## src/rtl/mux_sel_arbiter_pkg.sv

```systemverilog
// Shared types for the mux select arbiter: channel count, FSM states, channel index.
package mux_sel_arbiter_pkg;

    localparam int unsigned NCH = 3;

    typedef enum logic {IDLE, GRANT} arb_state_t;

    // 0 = ch1, 1 = ch2, 2 = ch3
    typedef logic [1:0] ch_idx_t;

    function automatic ch_idx_t onehot_to_idx(logic [NCH-1:0] oh);
        ch_idx_t idx;
        idx = 2'd0;
        for (int i = 0; i < int'(NCH); i++) begin
            if (oh[i]) idx = ch_idx_t'(i);
        end
        return idx;
    endfunction

endpackage

```

## src/rtl/mux_sel_arbiter_rr_pick.sv

```systemverilog
// Combinational round-robin picker: first full channel after 'last', order ch1->ch2->ch3->ch1.
module mux_sel_arbiter_rr_pick
    import mux_sel_arbiter_pkg::*;
(
    input  logic [NCH-1:0] full,
    input  ch_idx_t        last,
    output logic           gnt_valid,
    output ch_idx_t        gnt_idx
);

    always_comb begin
        ch_idx_t cand;
        gnt_valid = 1'b0;
        gnt_idx   = last;
        cand      = last;
        for (int k = 1; k <= int'(NCH); k++) begin
            cand = ch_idx_t'((32'(last) + 32'(k)) % NCH);
            if (!gnt_valid && full[cand]) begin
                gnt_valid = 1'b1;
                gnt_idx   = cand;
            end
        end
    end

endmodule

```

## src/rtl/mux_sel_arbiter.sv

```systemverilog
// Three-channel one-word buffers with round-robin select generation for the priority mux.
// Optional concurrent checks compiled in with MUX_SEL_ARBITER_ASSERT_EN.
module mux_sel_arbiter
    import mux_sel_arbiter_pkg::*;
#(
    parameter int unsigned DW   = 4,
    parameter int unsigned HOLD = 2
) (
    input  logic          clk,
    input  logic          rst_n,
    input  logic          req1_valid,
    input  logic          req2_valid,
    input  logic          req3_valid,
    input  logic [DW-1:0] req1_data,
    input  logic [DW-1:0] req2_data,
    input  logic [DW-1:0] req3_data,
    output logic          req1_ready,
    output logic          req2_ready,
    output logic          req3_ready,
    output logic [DW-1:0] ip1,
    output logic [DW-1:0] ip2,
    output logic [DW-1:0] ip3,
    output logic          sel1,
    output logic          sel2,
    output logic          sel3,
    output logic          busy
);

    logic [NCH-1:0] valid_in;
    logic [DW-1:0]  data_in [NCH];
    logic [NCH-1:0] full_q, full_d;
    logic [NCH-1:0] sel_q, sel_d;
    logic [DW-1:0]  ip_q [NCH];
    logic [DW-1:0]  ip_d [NCH];
    arb_state_t     state_q, state_d;
    logic [3:0]     hold_q, hold_d;
    ch_idx_t        last_q, last_d;
    logic           gnt_valid;
    ch_idx_t        gnt_idx;

    assign valid_in   = {req3_valid, req2_valid, req1_valid};
    assign data_in[0] = req1_data;
    assign data_in[1] = req2_data;
    assign data_in[2] = req3_data;

    assign req1_ready = ~full_q[0];
    assign req2_ready = ~full_q[1];
    assign req3_ready = ~full_q[2];
    assign ip1        = ip_q[0];
    assign ip2        = ip_q[1];
    assign ip3        = ip_q[2];
    assign sel1       = sel_q[0];
    assign sel2       = sel_q[1];
    assign sel3       = sel_q[2];
    assign busy       = (state_q == GRANT);

    mux_sel_arbiter_rr_pick u_rr_pick (
        .full      (full_q),
        .last      (last_q),
        .gnt_valid (gnt_valid),
        .gnt_idx   (gnt_idx)
    );

    always_comb begin
        full_d  = full_q;
        ip_d    = ip_q;
        sel_d   = sel_q;
        state_d = state_q;
        hold_d  = hold_q;
        last_d  = last_q;

        for (int i = 0; i < int'(NCH); i++) begin
            if (valid_in[i] && !full_q[i]) begin
                full_d[i] = 1'b1;
                ip_d[i]   = data_in[i];
            end
        end

        unique case (state_q)
            IDLE: begin
                sel_d = '0;
                if (gnt_valid) begin
                    sel_d[gnt_idx] = 1'b1;
                    hold_d         = 4'(HOLD - 1);
                    state_d        = GRANT;
                end
            end
            GRANT: begin
                if (hold_q == 4'd0) begin
                    // Only the granted (full) buffer is freed; fresh loads elsewhere survive.
                    full_d  = full_d & ~sel_q;
                    last_d  = onehot_to_idx(sel_q);
                    sel_d   = '0;
                    state_d = IDLE;
                end else begin
                    hold_d = hold_q - 4'd1;
                end
            end
            default: state_d = IDLE;
        endcase
    end

    always_ff @(posedge clk) begin
        if (!rst_n) begin
            full_q  <= '0;
            sel_q   <= '0;
            state_q <= IDLE;
            hold_q  <= 4'd0;
            last_q  <= ch_idx_t'(NCH - 1);
            for (int i = 0; i < int'(NCH); i++) ip_q[i] <= '0;
        end else begin
            full_q  <= full_d;
            sel_q   <= sel_d;
            state_q <= state_d;
            hold_q  <= hold_d;
            last_q  <= last_d;
            for (int i = 0; i < int'(NCH); i++) ip_q[i] <= ip_d[i];
        end
    end

`ifdef MUX_SEL_ARBITER_ASSERT_EN
    a_sel_onehot0: assert property (@(posedge clk) disable iff (!rst_n) $onehot0(sel_q));

    for (genvar c = 0; c < int'(NCH); c++) begin : g_chk
        a_sel_hold: assert property (@(posedge clk) disable iff (!rst_n)
            $rose(sel_q[c]) |-> sel_q[c] [*HOLD] ##1 !sel_q[c]);
        a_ip_stable: assert property (@(posedge clk) disable iff (!rst_n)
            sel_q[c] |-> $stable(ip_q[c]));
        a_ready_low: assert property (@(posedge clk) disable iff (!rst_n)
            sel_q[c] |-> full_q[c]);
    end
`endif

endmodule
```

## config.mk

```make
export PLATFORM = sky130hd
export DESIGN_NAME = mux_sel_arbiter
export DESIGN_NICKNAME = d
export VERILOG_FILES = /design/src/rtl/mux_sel_arbiter_pkg.sv /design/src/rtl/mux_sel_arbiter_rr_pick.sv /design/src/rtl/mux_sel_arbiter.sv
export SDC_FILE = /design/constraint.sdc
export NUM_CORES = 1
export LEC_CHECK = 0
export ABC_AREA = 1
export BUFFER_PORTS_ARGS = -buffer_cell sky130_fd_sc_hd__buf_2
export CAP_MARGIN = 20
export CORE_MARGIN = 3
export CORE_UTILIZATION = 50
export DETAILED_ROUTE_END_ITERATION = 10
export MAX_ROUTING_LAYER = met4
export PLACE_DENSITY = 0.76
export RECOVER_POWER = 25
export SYNTH_ARGS = -nofsm -noshare
export SYNTH_HDL_FRONTEND = slang
export SYNTH_SLANG_ARGS = --single-unit
export TNS_END_PERCENT = 1
```

## constraint.sdc

```tcl
create_clock -name clk -period 2.4 [get_ports clk]
set_input_delay 0 -clock clk [delete_from_list [all_inputs] [get_ports clk]]
set_output_delay 0 -clock clk [all_outputs]
set_load 0.05 [all_outputs]
```

==> results of run 1 <==
==> cells in the final DEF, fill, tap and decap left out, drive strengths merged <==
cell type,instances
a21oi,6
clkbuf,15
dlygate4sd3,15
nor3,3
ha,6
nand3,24
o22ai,1
nand2,34
o21ai,18
o221ai,2
inv,32
o21a,1
buf,24
o21bai,1
a31oi,1
or2,1
nor2,41
dfxtp,25
==> state kept, by name, summed over array words and instances, names as in the netlist <==
signal  cells
busy        1
sel_q       3
ip1         4
ip2         4
hold_q      4
last_q      2
full_q      3
ip3         4
==> stage by stage <==
step	worst slack, ns	total power [mW]
2_1_floorplan	0.6541	1.383
3_3_place_gp	0.5059	1.566
3_5_place_dp	0.4810	1.574
4_1_cts	0.4622	1.771
5_1_grt	0.2191	1.951
6_report	0.4451	1.769
==> cells by family after synthesis <==
logic type | count (synthesis) | synth area share
fa+ha+maj | 6 | 0.05602
simple gates | 103 | 0.3492
compound gates | 30 | 0.1261
flops | 25 | 0.3735
buf+inv | 34 | 0.09524
==> layout make-up <==
cell class | count | area, um^2 | area share
clock buffers | 4 | 26.28 | 0.01538
inverters | 32 | 120.1 | 0.07033
multi-input cells | 139 | 711.9 | 0.4168
flip-flops and latches | 25 | 500.5 | 0.2930
well taps | 30 | 37.54 | 0.02198
repair buffers | 50 | 311.5 | 0.1824
==> per-layer routing <==
layer,GRT usage,vias to the layer above,share of wire
li1,-,737,-
met1,0.2993,605,0.50
met2,0.3355,36,0.44
met3,0.03118,6,0.044
met4,0.07616,0,0.016
met5,-,-,0
==> worst max-delay path by stage <==
stage                          from       end
after floorplan           last_q[0]  sel_q[0]
after global placement    last_q[0]  sel_q[1]
after detailed placement  last_q[0]  sel_q[1]
after CTS                 last_q[0]  sel_q[1]
after global routing      last_q[0]  sel_q[1]
final                     last_q[0]  sel_q[1]
==> power by group through the flow <==
stage	Sequential [mW]	Combinational (mW)	Clock, mW
floorplan	0.694	0.689	0
global placement	0.574	0.992	0
detailed placement	0.572	1.00	0
CTS	0.565	1.02	0.186
global route	0.580	1.16	0.210
finish	0.566	1.02	0.182
==> repair_timing <==
action / CTS / global route
buffers inserted: 0 / 0
hold endpoints to repair: 15 / 0
hold buffers: 15 / 0
==> metrics.md, run 1 <==
| Metric | Value |
|---|---|
| Status | `complete, no violations` |
| Crit path max-delay cell type | `dfxtp_1` |
| Flop-to-flop setup slack | `0.45 ns` |
| Clk pin slew, worst setup/hold paths | `0.13 ns` |
| Via density | `4.943` |
| Dpl cell area | `1545 um^2` |
| Antenna violations before repair | `0` |
| Critical Path RT | `2.62 ns` |
| Routed WL per cell | `11.43 um` |
| Hold Path End | `sel_q[2]` |
| Initial DRT Pass Iterations | `4` |
| Yosys Warn Count | `0` |
| GPL Wtd Cong | `0.9120` |
| CP endpoint kind | `flip-flop` |
| Worst-path cell chain | `inv_1 -> ha_1 -> inv_2 -> nand2_2 -> nand3_2 -> nand2_4 -> nand2_1 -> inv_1 -> nand3_1 -> nand3_2 -> nor2_1 -> nor2_1 -> nor2_1` |
| Max cap viols | `0` |
| Die W | `57.77 um` |
| Count of different cell masters after synthesis | `21` |
| Total CTS buffers | `3` |
| Worst path bufs/invs | `3` |
| Final min period | `1.955 ns` |
| Routed wire length | `3.199 mm` |
| Top cells by count, synth | `nor2_1 (41), inv_1 (31), nand2_1 (30), dfxtp_1 (25), nand3_1 (20)` |
| Post-layout net count | `274` |
| Vias in the first global route | `1251` |
| Int Power | `0.8917 mW` |
| Main synth FF type | `dfxtp_1` |
| Critical-path maximum fanout | `7` |
| Sequential power share | `0.320` |
| DR DRC count | `0` |
| R2r endpoint | `sel_q[1]` |
| Gate power share | `0.577` |
| Max Root-Sink Buffers | `2` |
| Clock sinks | `25` |
| Arr. time, crit path | `2.17 ns` |
| Worst setup SP type | `flip-flop` |
| Hold path depth | `2` |
| Clock latency on the worst-skew pair | `0.31 ns` |
| Number of gates resized after cts | `0` |
| PortBufs | `35` |
| Area share of the largest cell type after synthesis | `0.3735` |
| GR Overflow Total | `0` |
| Relative slew slack | `0.5957` |
| Reg-to-Reg Start | `last_q[0]` |
| RSZ-0062 raised after global routing | `no` |
| Hold slack | `0.05783 ns` |
| First-pass GRT wire length | `5.630 mm` |
| Cell Area, Synth | `1340 um^2` |
| Area contributors post-synth | `dfxtp_1 (37%), nor2_1 (11%), inv_1 (8.7%)` |
| Count leader, synth | `nor2_1` |
| # fillers | `215` |
| Cell Rows | `18` |
| Hpwl dp | `2.241 mm` |
| CTS tree | `built` |
| Final ANT Viol Nets | `0` |
| Area Growth Syn to Fin | `27.45%` |
| Synth Area per Inst | `6.768 um^2` |
| Largest net degree at the start of global routing | `20` |
| # diodes | `0` |
| Worst reg2reg path depth | `13` |
| Total GRT Usage | `0.2204` |
| Final Hold Fails | `0` |
| Clock share of power | `0.103` |
| CP peak stage delay | `0.44 ns` |
| Top achievable clock speed | `511.5 MHz` |
| Final instance area | `1708 um^2` |
| Via Count | `1384` |
| Die boundary height | `57.77 um` |
| Post-synth EDFFs | `0` |
| Period utilisation layout | `0.8145` |
| Crit path kind | `flip-flop to flip-flop` |
| Final Max Tran Viols | `0` |
| Post-synth ARST share | `0` |
| Placeable Area | `2522 um^2` |
| Most frequent CP cell | `nor2_1` |
| Crit path max-delay family | `simple AND/OR/NAND/NOR gates` |
| Number of placed instances with taps included | `261` |
| Syn Nets | `221` |
| Initial Util | `0.5312` |
| Hold_sp | `rst_n` |
| VDD IR max | `0.6629 mV` |
| Post-synth top area cell | `dfxtp_1` |
| Fin Clk Skew | `0.004897 ns` |
| Hold WC Path Type | `primary input to flip-flop` |
| Initial DRC Count | `90` |
| Htree depth | `1` |
| Die area | `3337 um^2` |
| Tightest Pin Transition | `0.6090 ns` |
| Final non-filler cell total | `280` |
| Power Dens Cells | `1036 nW/um^2` |
| Final setup vio count | `0` |
| Levels on crit path | `13` |
| Fin util | `0.6771` |
| CTS Root Cell | `clkbuf_4` |
| P_leak | `0.8575 nW` |
| Sw Ratio | `0.4960` |
| Post-Syn Instances | `198` |
| Sequential cell area fraction in the yosys report | `0.3735` |
| Io pins | `36` |
| NetSw | `0.8774 mW` |
| #FFs+latches synth | `25` |
| Layout cells sized above 1 | `0.1520` |
| TNS Setup | `0 ns` |
No activity file was read; power rests on OpenSTA's default activity.
==> run 2: changes to the inputs <==
==> constraint.sdc (replaced) <==
create_clock -name clk -period 1.8 [get_ports clk]
set_input_delay 0 -clock clk [delete_from_list [all_inputs] [get_ports clk]]
set_output_delay 0 -clock clk [all_outputs]
set_load 0.05 [all_outputs]
==> metrics.md, run 2 (synthesized netlist as in run 1, its figures left out) <==
| Metric | Value |
|---|---|
| Io pins | `36` |
| Status | `complete, no violations` |
| Max Root-Sink Buffers | `2` |
| Dpl cell area | `1553 um^2` |
| Sequential power share | `0.306` |
| Final Max Tran Viols | `0` |
| Relative slew slack | `0.5944` |
| CTS tree | `built` |
| DR DRC count | `0` |
| Tightest Pin Transition | `0.6110 ns` |
| Critical Path RT | `2.03 ns` |
| # fillers | `220` |
| Antenna violations before repair | `0` |
| Largest net degree at the start of global routing | `20` |
| Vias in the first global route | `1329` |
| Period utilisation layout | `0.9442` |
| Hold WC Path Type | `primary input to flip-flop` |
| CTS Root Cell | `clkbuf_4` |
| Final setup vio count | `0` |
| Area Growth Syn to Fin | `32.12%` |
| TNS Setup | `0 ns` |
| Setup Fix Bufs, Post-CTS | `0` |
| Total CTS buffers | `3` |
| First-pass GRT wire length | `5.920 mm` |
| Most frequent cells in the layout | `nor2_1 (40), inv_1 (29), nand2_1 (28)` |
| Clock latency on the worst-skew pair | `0.32 ns` |
| Final instance area | `1770 um^2` |
| Routed wire length | `3.482 mm` |
| Final non-filler cell total | `281` |
| Sw Ratio | `0.5037` |
| CP peak stage delay | `0.35 ns` |
| Routed WL per cell | `12.39 um` |
| Crit path kind | `flip-flop to flip-flop` |
| Power, Total | `2.515 mW` |
| Die area | `3337 um^2` |
| Number of placed instances with taps included | `262` |
| Final min period | `1.700 ns` |
| GR Overflow Total | `0` |
| VDD IR max | `1.125 mV` |
| NetSw | `1.267 mW` |
| Arr. time, crit path | `1.93 ns` |
| Setup slack at placement | `0.01027 ns` |
| Initial Util | `0.5312` |
| Power Dens Cells | `1420 nW/um^2` |
| Via density | `4.964` |
| GPL Wtd Cong | `0.9105` |
| Clock sinks | `25` |
| Fin Clk Skew | `0.008944 ns` |
| Cell Rows | `18` |
| Int Power | `1.248 mW` |
| RSZ-0062 raised after global routing | `no` |
| Post-layout net count | `275` |
| Total GRT Usage | `0.2336` |
| # diodes | `0` |
| Layout cells sized above 1 | `0.2072` |
| Flop-to-flop setup slack | `0.10 ns` |
| Commonest non-fill, non-tap cell in the layout | `nor2_1` |
| Max cap viols | `0` |
| Clock share of power | `0.101` |
| PortBufs | `35` |
| Top achievable clock speed | `588.4 MHz` |
| Die W | `57.77 um` |
| Gate power share | `0.593` |
| Worst-path cell chain | `buf_4 -> ha_1 -> inv_2 -> nand3_2 -> nand2_4 -> nand3_1 -> nand3_1 -> nand2_1 -> nand2_1 -> nor2_2 -> nor2_1 -> nor2_1` |
| Final ANT Viol Nets | `0` |
| Placeable Area | `2522 um^2` |
| Clk pin slew, worst setup/hold paths | `0.14 ns` |
| Initial DRC Count | `51` |
| P_leak | `0.8693 nW` |
| Die boundary height | `57.77 um` |
| Final Hold Fails | `0` |
| Crit path max-delay cell type | `dfxtp_2` |
| Final setup margin | `0.1005 ns` |
| Initial DRT Pass Iterations | `4` |
| Via Count | `1395` |
| Htree depth | `1` |
| Worst setup SP type | `flip-flop` |
| Critical-path maximum fanout | `7` |
| Hpwl dp | `2.255 mm` |
| CP endpoint kind | `flip-flop` |
-- run 2: cell types whose count changed in the layout (fill, tap and decap cells not counted), sizes merged --
cell | previous run | this run
buf | 24 | 25
clkbuf | 15 | 14
clkinv | 0 | 1
-- run 2: what timing repair did --
| item | in CTS | in global routing |
|---|---|---|
| pin swaps | 0 | 1 |
| gates resized for setup | 1 | 15 |
| cloned | 0 | 0 |
| setup endpoints to repair | 4 | 7 |
| hold buffers | 15 | 0 |
| endpoints found under the hold margin | 15 | 0 |
-- run 2: stage by stage --
step	hold slack, ns	utilization
final	0.04573	0.7019
after global routing	0.04885	0.7019
after CTS	0.04048	0.6870
after detailed placement	0.2319	0.6156
after global placement	0.2232	0.6156
after floorplan	0.1349	-
-- run 2: worst max-delay path: cells and delay by family, from the launching register on --
family	cells	cell delay [ns]
flops	1	0.35
buf+inv	2	0.25
simple gates	9	0.74
fa+ha+maj	1	0.25
-- run 2: area by class of cell --
cell class,count,area (um^2),area share
clock buffer,3,22.52,0.01272
clock inverter,1,5.005,0.002827
inverter,32,120.1,0.06784
multi-input combinational,139,760.7,0.4297
sequential,25,505.5,0.2855
tap,30,37.54,0.02120
timing repair buffer,51,319.1,0.1802
-- run 2: power by group through the flow --
| stage | combinational, mW | sequential, mW | clock (mW) |
|---|---|---|---|
| 2_1_floorplan | 0.918 | 0.926 | 0 |
| 3_3_place_gp | 1.32 | 0.765 | 0 |
| 3_5_place_dp | 1.34 | 0.762 | 0 |
| 4_1_cts | 1.40 | 0.752 | 0.257 |
| 5_1_grt | 1.67 | 0.785 | 0.277 |
| 6_report | 1.49 | 0.770 | 0.254 |
-- run 2: routing by layer --
layer	GRT usage	up-vias	routed length, um
li1	-	736	-
met1	0.3102	622	1676
met2	0.3645	33	1635
met3	0.03118	4	119
met4	0.08278	0	51
met5	-	-	0
-- run 2: final timing paths --
path	startpoint	endpoint	cells past startpoint
setup / recovery	last_q[0]	sel_q[0]	12
hold / removal	rst_n	full_q[0]	3
setup reg to reg	last_q[0]	sel_q[0]	12
hold reg to reg	hold_q[0]	hold_q[0]	1
==> run 3: changes to the inputs <==
--- a/config.mk
+++ b/config.mk
@@ -8,9 +8,10 @@
 export ABC_AREA = 1
 export BUFFER_PORTS_ARGS = -buffer_cell sky130_fd_sc_hd__buf_2
 export CAP_MARGIN = 20
-export CORE_MARGIN = 3
+export CORE_MARGIN = 5
 export CORE_UTILIZATION = 50
 export DETAILED_ROUTE_END_ITERATION = 10
+export GPL_TIMING_DRIVEN = 0
 export MAX_ROUTING_LAYER = met4
 export PLACE_DENSITY = 0.76
 export RECOVER_POWER = 25
==> metrics.md, run 3 (synthesized netlist as in run 1, its figures left out) <==
| Metric | Value |
|---|---|
| Clock sinks | `25` |
| PortBufs | `34` |
| Max cap viols | `0` |
| GR Overflow Total | `0` |
| VDD IR max | `0.9984 mV` |
| Clk pin slew, worst setup/hold paths | `0.13 ns` |
| Final Hold Fails | `0` |
| Htree depth | `1` |
| Die boundary height | `61.77 um` |
| Final instance area | `1819 um^2` |
| Crit path kind | `flip-flop to flip-flop` |
| Routed wire length | `3.536 mm` |
| Hold WC Path Type | `primary input to flip-flop` |
| Top achievable clock speed | `582.1 MHz` |
| Status | `complete, no violations` |
| Relative slew slack | `0.5912` |
| Max Root-Sink Buffers | `2` |
| Via density | `5.085` |
| Final setup vio count | `0` |
| Final ANT Viol Nets | `0` |
| Worst-path cell chain | `inv_4 -> ha_4 -> nand2_1 -> or2_4 -> nand2_2 -> nand2_2 -> nand2_2 -> nand3_2 -> nand3_2 -> nor2_1 -> nor2_1 -> nor2_1` |
| CTS tree | `built` |
| CP peak stage delay | `0.42 ns` |
| RSZ-0062 raised after global routing | `yes` |
| Post-layout net count | `278` |
| Total GRT Usage | `0.2061` |
| Tightest Pin Transition | `0.6159 ns` |
| Initial Util | `0.5312` |
| Initial DRC Count | `76` |
| Worst setup SP type | `flip-flop` |
| Clock latency on the worst-skew pair | `0.32 ns` |
| Via Count | `1444` |
| Total CTS buffers | `3` |
| Most frequent cells in the layout | `nor2_1 (40), inv_1 (29), nand2_1 (25), buf_2 (25), dfxtp_1 (23)` |
| Antenna violations before repair | `0` |
| Hpwl dp | `2.396 mm` |
| Vias in the first global route | `1412` |
| Routed WL per cell | `12.45 um` |
| Die W | `61.77 um` |
| Io pins | `36` |
| Crit path max-delay cell type | `dfxtp_4` |
| CTS Root Cell | `clkbuf_4` |
| Power Dens Cells | `1443 nW/um^2` |
| Placeable Area | `2522 um^2` |
| Power, Total | `2.625 mW` |
| CP endpoint kind | `flip-flop` |
| # diodes | `0` |
| # fillers | `211` |
| GPL Wtd Cong | `0.9140` |
| Final Max Tran Viols | `0` |
| Fin Clk Skew | `0.002378 ns` |
| P_leak | `0.8844 nW` |
| Layout cells sized above 1 | `0.2402` |
| Hold slack | `0.08500 ns` |
| Area Growth Syn to Fin | `35.76%` |
| Cell Rows | `18` |
| Die area | `3816 um^2` |
| Dpl cell area | `1548 um^2` |
| Final min period | `1.718 ns` |
| Arr. time, crit path | `1.95 ns` |
| Largest net degree at the start of global routing | `15` |
| DR DRC count | `0` |
| Critical Path RT | `2.03 ns` |
| Initial DRT Pass Iterations | `4` |
| Critical-path maximum fanout | `7` |
| Period utilisation layout | `0.9544` |
| First-pass GRT wire length | `5.789 mm` |
| Commonest non-fill, non-tap cell in the layout | `nor2_1` |
[run 3: cell types whose count changed in the layout (fill, tap and decap cells not counted), sizes merged]
cell | before | now
buf | 25 | 28
[run 3: area by class of cell]
cell class | count | area [um^2] | area share
inverters | 32 | 125.1 | 0.06878
multi-input cells | 139 | 782.0 | 0.4298
repair buffers | 52 | 331.6 | 0.1823
flip-flops and latches | 25 | 508.0 | 0.2792
clock buffers | 3 | 22.52 | 0.01238
well taps | 30 | 37.54 | 0.02063
clock inverters | 1 | 5.005 | 0.002751
plain buffers | 2 | 7.507 | 0.004127
[run 3: worst paths after layout]
check	from	end	slack (ns)	cells past startpoint
worst min register to register	busy	hold_q[0]	0.51	1
worst max register to register	last_q[0]	sel_q[1]	0.08	12
worst min-delay path	rst_n	ip2[2]	0.08	3
worst max-delay path	last_q[0]	sel_q[1]	0.08	12
[run 3: per-stage QoR]
step                std cells  setup TNS (ns)    util  worst slack (ns)
floorplan                 198               0       -           0.05408
global placement          262         -0.7070  0.6136           -0.1297
detailed placement        262         -0.8545  0.6136           -0.1597
CTS                       281               0  0.6905           0.03093
global route              284         -0.1662  0.7212          -0.04413
finish                    284               0  0.7212           0.08208
[run 3: worst max-delay path: cells and delay by family (launching register included)]
kind / cells / cell delay, ns
AND/OR/NAND/NOR: 10 / 0.86
flip-flops: 1 / 0.42
buffers and inverters: 1 / 0.05
adder cells (fa/ha/maj): 1 / 0.31
[run 3: metal layers]
metal,GRT usage,up-vias,wire length [um]
met4,0.07879,0,51
met2,0.3483,36,1777
li1,-,738,-
met3,0.03926,7,187
met1,0.2411,663,1519
met5,-,-,0
[run 3: power breakdown]
| part | switching [mW] | internal, mW |
|---|---|---|
| Clock | 0.167 | 0.0834 |
| Combinational | 1.05 | 0.550 |
| Sequential | 0.0978 | 0.674 |
| Total | 1.32 | 1.31 |
[run 3: what timing repair did]
item | CTS | global route
setup endpoints to repair | 7 | 7
setup buffers | 0 | 3
hold endpoints to repair | 15 | 0
hold buffers | 15 | 0
cloned | 0 | 0
pin swaps | 0 | 8
resized for setup | 4 | 25
